## src/rtl/mdu_iter.sv

```systemverilog
// Iterative RV32M multiply/divide unit: one result bit per clock using a shift-add
// multiplier and a restoring divider. Divide-by-zero and signed overflow are resolved
// in a single cycle without iterating.
//
// Ports:
//   clk, rst       clock (rising edge), asynchronous active-high reset
//   start          request a new operation; accepted only while busy is low
//   funct3         RV32M funct3 (MUL, MULH, MULHSU, MULHU, DIV, DIVU, REM, REMU)
//   aluop1/aluop2  rs1 (multiplicand / dividend), rs2 (multiplier / divisor)
//   kill           abort any in-flight operation; wins over start
//   busy           high while an operation is in flight, including the done cycle
//   done           one-cycle pulse; aluout carries the new result in this cycle
//   aluout         result; holds until the next done
module mdu_iter #(
  parameter int unsigned D_WIDTH = 32,
  parameter int unsigned CNT_W   = $clog2(D_WIDTH) + 1
) (
  input  logic               clk,
  input  logic               rst,
  input  logic               start,
  input  logic [2:0]         funct3,
  input  logic [D_WIDTH-1:0] aluop1,
  input  logic [D_WIDTH-1:0] aluop2,
  input  logic               kill,
  output logic               busy,
  output logic               done,
  output logic [D_WIDTH-1:0] aluout
);

  localparam int unsigned W = D_WIDTH;
  localparam logic [D_WIDTH-1:0] MinVal = {1'b1, {(D_WIDTH-1){1'b0}}};

  typedef enum logic [1:0] {StIdle, StCalc, StDone} state_e;

  state_e           state_q, state_d;
  logic [CNT_W-1:0] cnt_q, cnt_d;
  logic [2:0]       op_q, op_d;
  logic [W-1:0]     opa_q, opa_d;    // multiplicand magnitude
  logic [W-1:0]     opb_q, opb_d;    // multiplier (shifts right) or divisor magnitude
  logic [2*W-1:0]   acc_q, acc_d;    // product accumulator
  logic [W-1:0]     quot_q, quot_d;  // dividend shifts out MSB-first, quotient shifts in
  logic [W-1:0]     rem_q, rem_d;
  logic             neg_q, neg_d;    // product / quotient sign
  logic             rneg_q, rneg_d;  // remainder sign
  logic [W-1:0]     aluout_q, aluout_d;

  // Operand decode, only meaningful in StIdle
  logic         op1_signed, op2_signed, sign1, sign2, div_zero, div_ovf;
  logic [W-1:0] mag1, mag2;

  always_comb begin
    op1_signed = (funct3 == 3'b001) || (funct3 == 3'b010) ||
                 (funct3 == 3'b100) || (funct3 == 3'b110);
    op2_signed = (funct3 == 3'b001) || (funct3 == 3'b100) || (funct3 == 3'b110);
    sign1      = op1_signed && aluop1[W-1];
    sign2      = op2_signed && aluop2[W-1];
    mag1       = sign1 ? -aluop1 : aluop1;
    mag2       = sign2 ? -aluop2 : aluop2;
    div_zero   = (aluop2 == '0);
    div_ovf    = ((funct3 == 3'b100) || (funct3 == 3'b110)) &&
                 (aluop1 == MinVal) && (&aluop2);
  end

  // One iteration of each datapath
  logic [2*W-1:0] addend;
  logic [W:0]     trial, diff;

  always_comb begin
    addend = {{W{1'b0}}, opa_q} << cnt_q;
    trial  = {rem_q, quot_q[W-1]};
    diff   = trial - {1'b0, opb_q};
  end

  // Sign correction and result selection for the done cycle
  logic [2*W-1:0] prod;
  logic [W-1:0]   qv, rv, result;

  always_comb begin
    prod = neg_q ? -acc_q : acc_q;
    qv   = neg_q ? -quot_q : quot_q;
    rv   = rneg_q ? -rem_q : rem_q;
    unique case (op_q)
      3'b000:                 result = prod[W-1:0];
      3'b001, 3'b010, 3'b011: result = prod[2*W-1:W];
      3'b100, 3'b101:         result = qv;
      default:                result = rv;
    endcase
  end

  always_comb begin
    state_d  = state_q;
    cnt_d    = cnt_q;
    op_d     = op_q;
    opa_d    = opa_q;
    opb_d    = opb_q;
    acc_d    = acc_q;
    quot_d   = quot_q;
    rem_d    = rem_q;
    neg_d    = neg_q;
    rneg_d   = rneg_q;
    aluout_d = aluout_q;
    done     = 1'b0;

    unique case (state_q)
      StIdle: begin
        if (start && !kill) begin
          op_d   = funct3;
          opa_d  = mag1;
          opb_d  = mag2;
          acc_d  = '0;
          cnt_d  = '0;
          neg_d  = sign1 ^ sign2;
          rneg_d = sign1;
          quot_d = mag1;
          rem_d  = '0;
          state_d = StCalc;
          if (funct3[2] && (div_zero || div_ovf)) begin
            // Final values go straight into quot/rem with sign correction disabled
            quot_d  = div_zero ? '1 : aluop1;
            rem_d   = div_zero ? aluop1 : '0;
            neg_d   = 1'b0;
            rneg_d  = 1'b0;
            state_d = StDone;
          end
        end
      end
      StCalc: begin
        if (op_q[2]) begin
          rem_d  = diff[W] ? trial[W-1:0] : diff[W-1:0];
          quot_d = {quot_q[W-2:0], ~diff[W]};
        end else begin
          if (opb_q[0]) acc_d = acc_q + addend;
          opb_d = opb_q >> 1;
        end
        cnt_d = cnt_q + 1'b1;
        if (kill) begin
          state_d = StIdle;
        end else if (cnt_q == CNT_W'(W - 1)) begin
          state_d = StDone;
        end
      end
      StDone: begin
        state_d = StIdle;
        if (!kill) begin
          done     = 1'b1;
          aluout_d = result;
        end
      end
      default: state_d = StIdle;
    endcase
  end

  // The result is passed through in the done cycle and held in aluout_q afterwards
  assign aluout = done ? result : aluout_q;
  assign busy   = (state_q != StIdle);

  always_ff @(posedge clk or posedge rst) begin
    if (rst) begin
      state_q  <= StIdle;
      cnt_q    <= '0;
      op_q     <= '0;
      opa_q    <= '0;
      opb_q    <= '0;
      acc_q    <= '0;
      quot_q   <= '0;
      rem_q    <= '0;
      neg_q    <= 1'b0;
      rneg_q   <= 1'b0;
      aluout_q <= '0;
    end else begin
      state_q  <= state_d;
      cnt_q    <= cnt_d;
      op_q     <= op_d;
      opa_q    <= opa_d;
      opb_q    <= opb_d;
      acc_q    <= acc_d;
      quot_q   <= quot_d;
      rem_q    <= rem_d;
      neg_q    <= neg_d;
      rneg_q   <= rneg_d;
      aluout_q <= aluout_d;
    end
  end

endmodule

```

## config.mk

```make
export PLATFORM = sky130hd
export DESIGN_NAME = mdu_iter
export DESIGN_NICKNAME = d
export VERILOG_FILES = /design/src/rtl/mdu_iter.sv
export SDC_FILE = /design/constraint.sdc
export NUM_CORES = 1
export LEC_CHECK = 0
export CORE_MARGIN = 1.5
export CORE_UTILIZATION = 54
export DETAILED_ROUTE_END_ITERATION = 8
export GPL_TIMING_DRIVEN = 0
export PLACE_DENSITY = 0.73
export SLEW_MARGIN = 20
export SYNTH_ARGS = -nofsm -noshare
export SYNTH_HDL_FRONTEND = slang
export SYNTH_SLANG_ARGS = --single-unit
```

## constraint.sdc

```tcl
create_clock -name clk -period 14.83 [get_ports clk]
set_clock_uncertainty 0.15 [all_clocks]
set_input_delay 2.966 -clock clk [delete_from_list [all_inputs] [get_ports clk]]
set_output_delay 2.966 -clock clk [all_outputs]
set_load 0.01 [all_outputs]
```

# [Word level (Yosys, flattened, before mapping)]
# Cells that the tools add are included.
[word_totals] reg_bits=237 latch_bits=0 ram_bits=0 romBits=0 output_inout_bits=34 wordCells=106 memories=0
[classes] addsub=8 mul=0 n_div=0 magnitude_cmp=0 eq_ne=18 shifts=1 mux=36 bitwise_logic=3 reduce_logical=29
[op_table] operator="$mux 32" n=16
[op_table] operator="$mux 64" n=4
[op_table] operator="$pmux 32 s2" n=3
[op_table] operator="$neg 32->32" n=4
[op_table] operator="$pmux 64 s2" n=1
[op_table] operator="$pmux 32 s3" n=1
[op_table] operator="$add 64x64->64" n=1
[op_table] operator="$neg 64->64" n=1
[op_table] operator="$shl 32x6->64" n=1
[op_table] operator="$sub 33x32->33" n=1
[op_table] operator="$eq 32x32->1 const B" n=1
[op_table] operator="$logic_not 32->1" n=1
[op_table] operator="$reduce_and 32->1" n=1
[op_table] operator="$eq 3x3->1 const B" n=4
[op_table] operator="$pmux 6 s2" n=1
[op_table] operator="$eq 3x2->1 const B" n=3
[op_table] operator="$mux 2" n=4
[op_table] operator="$ne 2x2->1 const B" n=4
[op_table] operator="$reduce_and 2->1" n=4
[op_table] operator="$logic_or 1x1->1" n=7
[op_table] operator="$add 6x1->6 const B" n=1
[op_table] operator="$eq 3x1->1 const B" n=2
[op_table] operator="$eq 6x5->1 const B" n=1
[op_table] operator="$logic_and 1x1->1" n=6
[op_table] operator="other kinds (16)" n=22

# [Longest topological paths before layout]
# Gate-level depths: netlist (run 1).
[depth] ltp_word=9 mapped_depth=24

# [Least setup slack after synthesis (run 1)]
# No wires, ideal clock.
[synth_path] kind="register to output" start="register acc_q[9]" end="output aluout[20]" t_arrival_ns=3.988 t_required_ns=11.714 path_slack_ns=7.726 stages_incl_launch_ff=12 n_path_buf=1 path_cell_list="dfrtp_1 or4_4 or4b_4 or4_1 buf_2 or2_4 or4_4 or4_4 o41ai_2 xnor2_1 a2111oi_1 nor2_1"
[synth_between] elab_chain_cells=4
[synth_lines] item="from (decl)" line="40" text="logic [2*W-1:0] acc_q, acc_d;"
[synth_lines] item="from (signal assigned)" line="164" text="acc_q <= '0;"
[synth_lines] item="from (signal assigned)" line="176" text="acc_q <= acc_d;"
[synth_lines] item="$neg 64->64" line="79" text="prod = neg_q ? -acc_q : acc_q;"
[synth_lines] item="$mux 64" line="79"
[synth_lines] item="$pmux 32 s3" line="82" text="unique case (op_q)"
[synth_lines] item="$mux 32" line="154" text="assign aluout = done ? result : aluout_q;"
[synth_lines] item="to (decl)" line="27" text="output logic [D_WIDTH-1:0] aluout"
# Every way passes these cells.

# [Worst setup path in the final report (run 1)]
[layout_path] start="input kill" end="output aluout[8]"
[layout_between] elab_chain_cells=3
[layout_lines] item="from (decl)" line="24" text="input logic kill,"
[layout_lines] item="$mux 1" line="144" text="if (!kill) begin"
[layout_lines] item="$mux 1" line="104" text="unique case (state_q)"
[layout_lines] item="$mux 32" line="154"
# Every way passes these cells.

==> results of run 1 <==
==> synthesized netlist by cell type (5+ instances only) <==
cell type	instances
a211oi_1	18
a21oi_1	228
o221ai_1	7
xor2_1	123
buf_1	21
nand3b_1	5
a21boi_0	8
nor3b_1	5
a311oi_1	5
o21bai_1	21
and3_1	20
nor3_1	41
o21ai_0	290
nand2b_1	25
a21o_1	46
a22o_1	13
o22ai_1	52
o22a_1	6
and2_1	26
o41ai_1	25
a31oi_1	55
mux2_2	13
o31ai_1	55
nand2_1	475
nor2b_1	19
mux2i_1	57
clkbuf_1	154
nand4_1	31
mux4_2	21
o211ai_1	46
inv_1	86
or4_1	22
nor2_1	241
or3_1	25
nand3_1	59
ha_1	102
dfrtp_1	237
or2_2	17
nor4_1	21
a221oi_1	13
o21a_1	17
xnor2_1	131
==> layer usage <==
layer	vias up	share of wire [%]
met2	1551	42
li1	10970	-
met5	-	0.047
met1	11670	40
met3	328	11
met4	6	6.6
==> stage by stage <==
step                      power [mW]  area (um2)
final                          5.065       25110
after global routing           5.324       25110
after CTS                      4.939       25110
after detailed placement       4.142       24090
after global placement         4.087       24010
after floorplan                3.166       22320
==> flip-flops by register name (all words and copies together) (netlist names) <==
register  count
acc_q        64
cnt_q         6
opa_q        32
rneg_q        1
opb_q        32
state_q       2
neg_q         1
quot_q       32
aluout_q     32
rem_q        32
op_q          3
==> worst register-to-register path, cell delays in order (launching register included) <==
cell,delay (ps)
dfrtp_1,360
clkbuf_1,300
buf_1,610
buf_1,600
clkbuf_1,540
nand2_1,90
o21ai_0,300
mux2i_1,250
o21ai_0,480
o21ai_0,140
o22ai_1,440
ha_1,340
clkbuf_1,210
a21o_1,220
a21o_1,170
a21oi_1,210
nor2_1,70
nand4bb_1,170
a311oi_1,410
o31ai_1,180
a21oi_1,500
nor3b_1,130
o31ai_1,260
==> cell families after synthesis <==
group / share of synthesized area, %
xor+xnor: 9.969
mux: 5.332
simple gates: 21.36
buf+inv: 4.429
fa+ha+maj: 5.898
flops: 26.58
compound gates: 26.44
==> layout make-up <==
type                            instances  share of cell area (%)
Sequential cell                       237                   23.62
Multi-Input combinational cell       2454                   61.34
Clock inverter                         15                  0.9068
Tap cell                              532                   2.651
Antenna cell                            1                0.009965
Clock buffer                           36                   3.154
Buffer                                176                   2.636
Inverter                               87                   1.330
Timing Repair Buffer                  106                   4.355
==> power groups by stage <==
stage,registers [mW],logic [mW],clock network [mW]
finish,1.15,3.13,0.784
global route,1.16,3.36,0.809
CTS,1.13,3.02,0.785
detailed placement,1.14,3.00,0
global placement,1.13,2.96,0
floorplan,0.992,2.17,0
==> worst max-delay path by stage <==
stage                          from                    to  slack [ps]  cells past startpoint
2_1_floorplan                   rst  acc_q[0]$_DFFE_PP0P_        5210                      1
3_3_place_gp                    rst  opa_q[6]$_DFFE_PP0P_        2220                      2
3_5_place_dp                   kill             aluout[8]        5780                      7
4_1_cts                        kill             aluout[8]        5780                      7
5_1_grt        acc_q[3]$_DFFE_PP0P_             aluout[8]        5710                     11
6_report                       kill             aluout[8]        5690                      7
==> cell usage in the layout, fill, tap and decap left out, types with 85 or more instances in the layout <==
| cell type | instances |
|---|---|
| nand2_1 | 475 |
| o21ai_0 | 290 |
| nor2_1 | 241 |
| dfrtp_1 | 237 |
| a21oi_1 | 228 |
| clkbuf_1 | 157 |
| xnor2_1 | 131 |
| xor2_1 | 123 |
| clkdlybuf4s50_1 | 103 |
| ha_1 | 102 |
| inv_1 | 85 |
==> impl_metrics.json, run 1 <==
{
  "yosys_warnings": 0,
  "clockPowerShare_pct": 15.5,
  "antenna_found_initial": 4,
  "vias": 24520,
  "finalSetupTns_ps": 0,
  "cts_resized": 0,
  "power_switching_mw": 2.654,
  "cts_tree": "built",
  "htreeDepth": 1,
  "dp_hpwl_um": 74940,
  "final_antenna_net_count": 0,
  "whs_ps": 334.0,
  "r2r-end": "acc_q[63]$_DFFE_PP0P_",
  "coreArea_mm2": 0.04083,
  "cp-start-kind": "primary input",
  "met2_usage_pct": 65.76,
  "finalWorstSetupSlack_ps": 5688,
  "netlist_top_cells_area": "dfrtp_1 27%, nand2_1 8.0%, o21ai_0 6.5%, ha_1 5.7%, xnor2_1 5.1%",
  "yosys.area.top_type": "dfrtp_1",
  "dp.cells": 3592,
  "internal_power_mw": 2.410,
  "synth_top_area_share_pct": 26.58,
  "grt_pass1_vias": 22840,
  "worstHoldStart": "aluout_q[4]$_DFFE_PP0P_",
  "final_cells": 3644,
  "crit_chain": "clkdlybuf4s50_1 > nor2_1 > nand2_1 > clkbuf_1 > a2111oi_1 > nor2_1 > clkdlybuf4s50_1",
  "gp_congestion": 1.074,
  "fmax_ghz": 0.1094,
  "hold_viol": 0,
  "cp_slowest_cell": "a2111oi_1",
  "cp.arrival_ps": 6030,
  "setup_viol": 0,
  "r2r_slack_ps": 7620,
  "seq_area_frac_synth_pct": 26.58,
  "required_ps": 11710,
  "crit_type": "in -> out",
  "numCtsBuffers": 29,
  "clkSinkCount": 237,
  "die_area_mm2": 0.04256,
  "holdPathEnd": "aluout_q[4]$_DFFE_PP0P_",
  "slew_headroom_pct": 26.15,
  "use_met3_pct": 10.14,
  "rsz0062_at_grt": "false",
  "wl_per_cell_um": 25.61,
  "track_usage_pct": 43.33,
  "status": "finished clean",
  "cts_root_buffer": "clkbuf_16",
  "synth-seq-cells": 237,
  "post-route-util_pct": 61.50,
  "power_switching_share_pct": 52.41,
  "area_delta_synth_final_pct": 12.53,
  "fill_cells": 3694,
  "combinationalPowerShare_pct": 61.7,
  "fp.dieW_um": 206.3,
  "drt_iter0_drc": 3110,
  "hold_depth": 2,
  "min_period_ps": 9142,
  "rr_worst_depth": 22,
  "routed_wl_um": 93310,
  "port-buffer-count": 103,
  "cts_hold_buf": 0,
  "drive_gt1_share_pct": 3.857,
  "async_flop_share_pct": 100.0,
  "hold_path_class": "reg -> reg",
  "clock_latency_ps": 600,
  "pre_cts_ws_ps": 5778,
  "grt_pass1_wl_um": 139000,
  "max_stage_delay_ps": 1000,
  "grt.overflow.total": 0,
  "final-seq-area_mm2": 0.005931,
  "grt_busiest_layer": "met2",
  "multiInputGateArea_mm2": 0.01540,
  "end_kind": "output pin",
  "synth_cells": 2954,
  "path_buf_inv": 3,
  "fp.dieH_um": 206.3,
  "syn-num-nets": 3129,
  "final_nets": 3266,
  "seqPwrFrac_pct": 22.8,
  "cts_setup_buffers": 0,
  "power_density_mw_per_mm2": 201.7,
  "power.leakage_nw": 10.54,
  "ios": 105,
  "crit_path_max_fanout": 10,
  "clk_pin_slew_ps": 60,
  "grt_max_degree": 100,
  "synth_cell_types": 79,
  "drv_slew": 0,
  "vias_per_cell": 6.729,
  "drcViolationCount": 0,
  "synth_edf_count": 0,
  "dr.pass1.iters": 6,
  "vdd_drop_max_uv": 157.8,
  "timing.max_cap.violations": 0,
  "rr_startpoint": "cnt_q[0]$_DFFE_PP0P_",
  "clockBufferDepth": 3,
  "ys.flop_type": "dfrtp_1",
  "synth.cell_area_mm2": 0.02232,
  "worstMarginPinSlew_ps": 1080,
  "use_met1_pct": 56.79,
  "period_share_pct": 61.64,
  "start_util_pct": 54.65,
  "num_rows": 74,
  "syn_area_per_cell_um2": 7.555,
  "cpLargestDelayFamily": "buffers and inverters"
}
No activity file was read; power rests on OpenSTA's default activity.
==> inputs of run 2 (changes only) <==
--- a/config.mk
+++ b/config.mk
@@ -9,7 +9,7 @@
 export CORE_UTILIZATION = 54
 export DETAILED_ROUTE_END_ITERATION = 8
 export GPL_TIMING_DRIVEN = 0
-export PLACE_DENSITY = 0.73
+export PLACE_DENSITY = 0.75
 export SLEW_MARGIN = 20
 export SYNTH_ARGS = -nofsm -noshare
 export SYNTH_HDL_FRONTEND = slang
==> constraint.sdc (replaced) <==
create_clock -name clk -period 7.79 [get_ports clk]
set_clock_uncertainty 0.15 [all_clocks]
set_input_delay 1.558 -clock clk [delete_from_list [all_inputs] [get_ports clk]]
set_output_delay 1.558 -clock clk [all_outputs]
set_load 0.01 [all_outputs]
==> impl_metrics.json, run 2 (synthesized netlist as in run 1, its figures left out) <==
{
  "status": "finished clean",
  "antenna_found_initial": 3,
  "wl_met1_um": 37940,
  "clkSinkCount": 237,
  "required_ps": 6080,
  "rr_worst_depth": 19,
  "grt_pass1_vias": 22700,
  "area_delta_synth_final_pct": 13.11,
  "rsz0062_at_grt": "false",
  "drv_slew": 0,
  "num_rows": 74,
  "grt_pass1_wl_um": 140500,
  "final_cell_mix": "475 x nand2_1, 290 x o21ai_0, 241 x nor2_1",
  "placed_area_mm2": 0.02417,
  "numCtsBuffers": 30,
  "clockBufferDepth": 3,
  "cp.arrival_ps": 5740,
  "drcViolationCount": 0,
  "htreeDepth": 1,
  "wl_met2_um": 39680,
  "largest-register": "acc_q",
  "coreArea_mm2": 0.04083,
  "wl_met3_um": 10990,
  "final_antenna_net_count": 0,
  "cts_root_buffer": "clkbuf_16",
  "routed_wl_um": 94430,
  "fin_total_pwr_mw": 9.773,
  "cp-start-kind": "register",
  "die_area_mm2": 0.04256,
  "crit_path_max_fanout": 6,
  "hold_path_class": "reg -> reg",
  "fp.dieW_um": 206.3,
  "power.leakage_nw": 10.60,
  "vdd_drop_max_uv": 326.6,
  "hold_viol": 0,
  "final-seq-area_mm2": 0.005931,
  "largest_reg_flops": 64,
  "vias": 24530,
  "r2r_slack_ps": 430,
  "worstHoldStart": "aluout_q[4]$_DFFE_PP0P_",
  "clk_pin_slew_ps": 70,
  "mostFrequentLayoutCell": "nand2_1",
  "r2r-end": "acc_q[63]$_DFFE_PP0P_",
  "postLayoutCellArea_mm2": 0.02524,
  "ios": 105,
  "drt_iter0_drc": 3087,
  "clock_latency_ps": 610,
  "crit_type": "reg -> out",
  "start_util_pct": 54.65,
  "setup_viol": 0,
  "end_kind": "output pin",
  "fmax_ghz": 0.1342,
  "power_density_mw_per_mm2": 387.2,
  "cts_tree": "built",
  "multiInputGateArea_mm2": 0.01540,
  "dr.pass1.iters": 7,
  "fill_cells": 3676,
  "fp.dieH_um": 206.3,
  "vias_per_cell": 6.713,
  "min_period_ps": 7450,
  "grt.overflow.total": 0,
  "whs_ps": 329.0,
  "worstMarginPinSlew_ps": 1007,
  "highest_layer": "met5",
  "rr_startpoint": "cnt_q[0]$_DFFE_PP0P_",
  "grt_max_degree": 34,
  "slew_headroom_pct": 32.44,
  "final_nets": 3272,
  "period_share_pct": 95.64,
  "timing.max_cap.violations": 0,
  "dp_hpwl_um": 76040,
  "drive_gt1_share_pct": 4.135,
  "wl_per_cell_um": 25.84,
  "track_usage_pct": 43.93,
  "gp_congestion": 1.054,
  "holdPathEnd": "aluout_q[4]$_DFFE_PP0P_",
  "port-buffer-count": 103,
  "finalSetupTns_ps": 0,
  "hold_depth": 2
}
-- run 2: worst max-delay path, cell delays in order (launching register included) --
cell and delay, ps:
dfrtp_1 500, or4_4 580, or4b_4 510, or4_1 410
buf_2 170, or2_4 240, or4_4 420, or4_4 460
o41ai_2 350, xnor2_1 140, a2111oi_1 670, nor2_1 160
clkdlybuf4s50_1 540
-- run 2: cell type report --
class                           instances  share of cell area (%)
Tap cell                              532                   2.637
Inverter                               87                   1.309
Clock buffer                           38                   3.252
Multi-Input combinational cell       2454                   61.02
Timing Repair Buffer                  111                   4.669
Sequential cell                       237                   23.50
Clock inverter                         17                  0.9666
Antenna cell                            2                 0.01983
Buffer                                176                   2.627
-- run 2: per-layer routing --
metal	track usage, %	up-vias
met2	65.29	1577
li1	-	11000
met3	10.94	342
met5	0.8333	-
met4	21.45	4
met1	59.28	11610
-- run 2: worst max-delay path by stage --
| stage | startpoint | end | slack, ps | depth (start not counted) |
|---|---|---|---|---|
| after global placement | cnt_q[0]$_DFFE_PP0P_ | acc_q[63]$_DFFE_PP0P_ | 720 | 19 |
| final | acc_q[9]$_DFFE_PP0P_ | aluout[20] | 340 | 12 |
| after CTS | acc_q[9]$_DFFE_PP0P_ | aluout[20] | 380 | 12 |
| after global routing | acc_q[32]$_DFFE_PP0P_ | aluout[17] | 100 | 11 |
| after detailed placement | cnt_q[0]$_DFFE_PP0P_ | acc_q[63]$_DFFE_PP0P_ | 620 | 19 |
| after floorplan | acc_q[9]$_DFFE_PP0P_ | aluout[20] | 2090 | 11 |
-- run 2: repair_timing --
item,in CTS,in global routing
gates resized for setup,0,1
setup buffers,0,0
setup endpoints to repair,0,1
hold buffers,0,0
-- run 2: report_power, final --
part | switching [mW] | internal [mW]
Combinational | 3.88 | 2.16
Clock | 0.607 | 0.914
Sequential | 0.664 | 1.55
-- run 2: through the flow --
step | setup WS [ps] | instances | utilization [%]
after CTS | 380.6 | 3652 | 61.80
after global routing | 102.8 | 3652 | 61.81
after global placement | 715.0 | 3589 | 58.82
final | 339.6 | 3654 | 61.82
after floorplan | 2094 | 2954 | -
after detailed placement | 617.0 | 3597 | 59.20
